## src/rtl/clock_enable_gen.sv

```systemverilog
// clock_enable_gen: NUM_CH programmable clock-enable dividers, each producing a tick and a square wave.
// Optional macro CLKDIV_CASCADE_EN: channel k>0 advances only on channel k-1 terminal edges.
module clock_enable_gen #(
   parameter int                      NUM_CH    = 3,
   parameter int                      DIV_W     = 27,
   parameter logic [NUM_CH*DIV_W-1:0] INIT_DIVS = {27'd100000000, 27'd100000, 27'd4}
) (
   input  logic              clk,
   input  logic              clr,
   input  logic              en,
   input  logic              sync,
   input  logic              cfg_valid,
   output logic              cfg_ready,
   input  logic [2:0]        cfg_ch,
   input  logic [DIV_W-1:0]  cfg_div,
   output logic [NUM_CH-1:0] tick,
   output logic [NUM_CH-1:0] sq
);

   logic [DIV_W-1:0]  cnt_q [NUM_CH];
   logic [DIV_W-1:0]  cnt_d [NUM_CH];
   logic [DIV_W-1:0]  div_q [NUM_CH];
   logic [DIV_W-1:0]  div_d [NUM_CH];
   logic [NUM_CH-1:0] tick_q, tick_d;
   logic [NUM_CH-1:0] sq_q, sq_d;
   logic              pend_valid_q, pend_valid_d;
   logic [2:0]        pend_ch_q, pend_ch_d;
   logic [DIV_W-1:0]  pend_div_q, pend_div_d;
   logic [NUM_CH-1:0] at_term_s, step_s, hit_s, apply_s;

   always_comb begin
      for (int k = 0; k < NUM_CH; k++) begin
         at_term_s[k] = (cnt_q[k] == (div_q[k] - DIV_W'(1)));
         hit_s[k]     = pend_valid_q && (pend_ch_q == 3'(k));
      end
   end

   // Enabled-edge qualifier; in cascade mode it chains through lower channels' terminal counts.
   always_comb begin : step_gen
      logic chain;
      chain = en;
      for (int k = 0; k < NUM_CH; k++) begin
         step_s[k] = chain;
`ifdef CLKDIV_CASCADE_EN
         chain = chain & at_term_s[k];
`else
         chain = en;
`endif
      end
   end

   // Per-channel next state: sync beats everything, a pending ratio lands only at a period boundary.
   always_comb begin
      for (int k = 0; k < NUM_CH; k++) begin
         cnt_d[k]   = cnt_q[k];
         div_d[k]   = div_q[k];
         tick_d[k]  = 1'b0;
         apply_s[k] = 1'b0;
         if (sync) begin
            cnt_d[k]   = '0;
            apply_s[k] = hit_s[k];
            if (hit_s[k]) begin
               div_d[k] = pend_div_q;
            end else begin
               div_d[k] = div_q[k];
            end
         end else if (hit_s[k] && !en) begin
            cnt_d[k]   = '0;
            div_d[k]   = pend_div_q;
            apply_s[k] = 1'b1;
         end else if (step_s[k] && at_term_s[k]) begin
            cnt_d[k]   = '0;
            tick_d[k]  = 1'b1;
            apply_s[k] = hit_s[k];
            if (hit_s[k]) begin
               div_d[k] = pend_div_q;
            end else begin
               div_d[k] = div_q[k];
            end
         end else if (step_s[k]) begin
            cnt_d[k] = cnt_q[k] + DIV_W'(1);
         end else begin
            cnt_d[k] = cnt_q[k];
         end

         if (sync) begin
            sq_d[k] = 1'b0;
         end else begin
            sq_d[k] = (cnt_d[k] < (div_d[k] >> 1));
         end
      end
   end

   always_comb begin
      pend_valid_d = pend_valid_q;
      pend_ch_d    = pend_ch_q;
      pend_div_d   = pend_div_q;
      if (|apply_s) begin
         pend_valid_d = 1'b0;
      end else if (cfg_valid && !pend_valid_q && (int'(cfg_ch) < NUM_CH)) begin
         pend_valid_d = 1'b1;
         pend_ch_d    = cfg_ch;
         pend_div_d   = (cfg_div == '0) ? DIV_W'(1) : cfg_div;
      end else begin
         pend_valid_d = pend_valid_q;
      end
   end

   always_ff @(posedge clk or posedge clr) begin
      if (clr) begin
         for (int k = 0; k < NUM_CH; k++) begin
            cnt_q[k] <= '0;
            div_q[k] <= INIT_DIVS[k*DIV_W +: DIV_W];
         end
         tick_q       <= '0;
         sq_q         <= '0;
         pend_valid_q <= 1'b0;
         pend_ch_q    <= 3'd0;
         pend_div_q   <= '0;
      end else begin
         cnt_q        <= cnt_d;
         div_q        <= div_d;
         tick_q       <= tick_d;
         sq_q         <= sq_d;
         pend_valid_q <= pend_valid_d;
         pend_ch_q    <= pend_ch_d;
         pend_div_q   <= pend_div_d;
      end
   end

   assign tick      = tick_q;
   assign sq        = sq_q;
   assign cfg_ready = ~pend_valid_q;

endmodule

```

## config.mk

```make
export PLATFORM = sky130hd
export DESIGN_NAME = clock_enable_gen
export DESIGN_NICKNAME = d
export VERILOG_FILES = /design/src/rtl/clock_enable_gen.sv
export SDC_FILE = /design/constraint.sdc
export NUM_CORES = 1
export LEC_CHECK = 0
export CAP_MARGIN = 20
export CORE_MARGIN = 3
export CORE_UTILIZATION = 30
export DETAILED_ROUTE_END_ITERATION = 10
export DONT_BUFFER_PORTS = 1
export PLACE_DENSITY = 0.45
export RECOVER_POWER = 50
export SKIP_LAST_GASP = 1
export SLEW_MARGIN = 20
export SYNTH_ARGS = -nofsm -noshare
export SYNTH_HDL_FRONTEND = slang
export SYNTH_SLANG_ARGS = --single-unit
```

## constraint.sdc

```tcl
create_clock -name clk -period 13.5 [get_ports clk]
set_input_delay 1.35 -clock clk [delete_from_list [all_inputs] [get_ports clk]]
set_output_delay 1.35 -clock clk [all_outputs]
set_load 0.01 [all_outputs]
```

==> summary.md <==
| Metric | Value |
|---|---|
| Clk slew on worst S/H paths | 0.09 ns |
| Switch Pwr | 1240 uW |
| Sequential share of the synthesized area | 36.3% |
| DRC viols | 0 |
| F_max | 0.144 GHz |
| Area occupied by multi-input gates | 8340 um2 |
| Final design utilization | 33.4% |
| Initial DRC Count | ~700 |
| DR pass1 iterations | 5 |
| Commonest cells after routing, fill and taps aside | 180 x dfrtp_1, 158 x nor2_1, 90 x xnor2_1, 81 x ha_1, 79 x mux2i_1 |
| Syn_nets | 1542 |
| Layout cells sized above 1 | 9.92% |
| Final Setup Violations | 0 |
| Sequential power share | 42.7% |
| Vias | 10.6k |
| # IOs | 42 |
| Cell mode on critical path | a21o_1 |
| Synth warnings | 0 |
| CTS Buffer Depth | 2 |
| CTS root buf | clkbuf_16 |
| Failing checks | max-capacitance violations, max-slew violations |
| Syn Std Cell Area | 13800 um2 |
| Routed WL per cell | 20.6 um |
| Layout area overhead | 8.37% |
| Sw Ratio | 44.6% |
| #FFs+latches synth | 199 |
| Overall power consumption | 2780 uW |
| CTS tree | built |
| Async SR Flop Fraction | 100% |
| Worst Path Max Fanout | 30 |
| CP peak stage delay | 0.81 ns |
| Die Ht | about 220 um |
| Met3 Use GR | 3.46% |
| CP Cell Sequence | inv_1 > ha_1 > or4b_2 > or3_1 > o31a_1 > nor4bb_1 > o2111ai_1 > nor4_4 > nor2_2 > nor2_4 > buf_4 > mux2i_1 > ha_1 > a21o_1 > a21o_1 > a21o_1 > a21o_1 > a21o_1 > a21o_1 > a221o_1 > a2111oi_0 > o221a_2 |
| Cell row count | 77 |
| Initial antenna violation count | 6 |
| Area after DPL | 14400 um2 |
| Layer with the highest usage | met2 |
| Synth Area per Inst | about 9.7 um2 |
| Hold Path Class | flip-flop to flip-flop |
| Critical path endpoint category | flip-flop |
| Clock share of power | between 10% and 20% |
| CTS buffer count | 17 |
| Final Hold Viols | 0 |
| Fillers | ~4.6k |
| Crit path kind | flip-flop to flip-flop |
| Gpl congestion | approximately 0.86 |
| Main flop type after synthesis | dfrtp_1 |
| Setup bufs post-CTS | 0 |
| Largest net degree at the start of global routing | 84 |
| Status | finished with violations |
| Top Family by Delay on Critical Path | simple AND/OR/NAND/NOR gates |
| Width of the die | 220 um |
| Die Area | 48600 um2 |
| Post-DP HPWL | between 30000 and 40000 um |
| Post_cts resized | 0 |
| Initial Util | just over 30% |
| Minimum clock period | a little under 7 ns |
| Commonest non-fill, non-tap cell in the layout | dfrtp_1 |
| Design area | 14900 um2 |
| Crit start category | flip-flop |
| CTS HTree Levels | 4 |
| Vias per cell | 5.26 |
| Slew Limit Headroom | -163% |
| Cells after Synth | 1426 |
| PortBufs | 0 |
| Power Dens Cells | 186 nW/um2 |
| # hold bufs at CTS | 0 |
| Comb power frac | 38.4% |
| Gr ovfl total | 0 |
| Setup TNS | 0 ns |
| Netlist cell types | 77 |
| Sink Count | around 200 |
| Leakage power | between 0.006 and 0.007 uW |
| Count of flip-flops with a built-in enable after synthesis | 0 |
| CP Data Arrival Time | between 7 and 8 ns |
| Nets | approximately 1.5k |
| Maximum VDD drop | 94.6 uV |
| Core Region | 44800 um2 |
| Global-route wire length before repair | 64600 um |
| Met1 Use GR | 24.6% |
| Vias in the first global route | 10.7k |
| Clock Skew | 0.0126 ns |
| Skew-Pair Late Insertion Delay | 0.46 ns |
| Max Cap Viol | 3 |
| Final wirelength | 41200 um |
| Unrepaired setup endpoints after global routing | no |
| Final worst path period share | 51.5% |
| Buf/Inv on CP | 2 |
| N_diodes | 0 |
| Global routing usage on met2 | 28.2% |
| GRT Util Overall | 17.6% |
| DRT antenna net count | 0 |
| Critical Path RT | 13.90 ns |
| Register Area | around 5000 um2 |
| Worst slew pin tran | 3.92 ns |
| P_int | about 1500 uW |
| Max-slew violations | 204 |
| Final hold slack | 0.506 ns |
| Slowest-stage cell, CP | or4b_2 |
-- final cells by class --
class                           count  share of cell area, %
Tap cell                          592                   4.96
Timing Repair Buffer               10                  0.452
Clock buffer                       17                   2.85
Multi-Input combinational cell   1118                   55.8
Inverter                           53                   1.34
Clock inverter                     15                   1.11
Sequential cell                   199                   33.5
-- routing by layer --
metal  wire [um]  vias up
li1            -     5124
met1       19900     5214
met2       18900      171
met3        1710       40
met4         613        2
met5          12        -
-- cells in the mapped netlist (41+ instances only) --
| master | n | area, um2 |
|---|---|---|
| nand3_1 | 42 | 210 |
| mux2i_1 | 79 | 791 |
| ha_1 | 81 | 1010 |
| mux2_2 | 58 | 653 |
| inv_1 | 53 | 199 |
| dfrtp_1 | 180 | 4500 |
| nor3_1 | 42 | 210 |
| xnor2_1 | 90 | 788 |
| xor2_1 | 74 | 648 |
| nor2_1 | 158 | 593 |
| nand4_1 | 44 | 275 |
| a21o_1 | 41 | 308 |
| nand2_1 | 58 | 218 |
-- power groups by stage --
| stage | sequential, uW | combinational (uW) | clock (uW) |
|---|---|---|---|
| 3_5_place_dp | 1200 | 1070 | 0 |
| 5_1_grt | 1220 | 1210 | 572 |
| 6_report | 1190 | 1070 | 526 |
| 3_3_place_gp | 1200 | 1060 | 0 |
| 4_1_cts | 1190 | 1080 | 546 |
| 2_1_floorplan | 960 | 909 | 0 |
-- sequential cells by signal (all words and copies together) (netlist names) --
| signal | cells |
|---|---|
| pend_div_q | 27 |
| sq | 3 |
| pend_valid_q | 1 |
| div_q | 81 |
| tick | 3 |
| cnt_q | 81 |
| pend_ch_q | 3 |
-- per-stage QoR --
step | setup slack (ns) | cells
4_1_cts | 6.52 | 2004
6_report | 6.55 | 2004
3_5_place_dp | 6.56 | 1972
5_1_grt | 5.96 | 2004
3_3_place_gp | 6.64 | 1972
2_1_floorplan | 6.76 | 1426
-- kinds of logic (layout without fill, tap and decap cells) --
family	Yosys count	count (layout)	synth area share [%]
adder cells (fa/ha/maj)	81	81	7.35
AO/OA/AOI/OAI	186	186	9.58
flip-flops	199	199	36.3
AND/OR/NAND/NOR	520	520	20.1
buffers and inverters	109	95	3.38
multiplexers	167	167	12.9
XOR/XNOR	164	164	10.4
-- worst register-to-register path: stages, from the launching register on --
cell and delay [ns]:
dfrtp_1 0.43, inv_1 0.08, ha_1 0.21, or4b_2 0.81, or3_1 0.54, o31a_1 0.31, nor4bb_1 0.30, o2111ai_1 0.23
nor4_4 0.30, nor2_2 0.10, nor2_4 0.59, buf_4 0.53, mux2i_1 0.26, ha_1 0.27, a21o_1 0.16, a21o_1 0.17
a21o_1 0.16, a21o_1 0.16, a21o_1 0.17, a21o_1 0.17, a221o_1 0.30, a2111oi_0 0.40, o221a_2 0.25
-- final timing paths --
kind,cells past startpoint,to,slack [ns],start
worst min register to register,1,pend_ch_q[2],0.51,pend_ch_q[2]
worst max register to register,22,sq[2],6.55,div_q[0]
min in group asynchronous,1,pend_div_q[6],1.92,clr
max in group asynchronous,2,div_q[71],7.14,clr
worst min-delay path,1,pend_ch_q[2],0.51,pend_ch_q[2]
worst max-delay path,22,sq[2],6.55,div_q[0]
No activity file was read; power rests on OpenSTA's default activity.
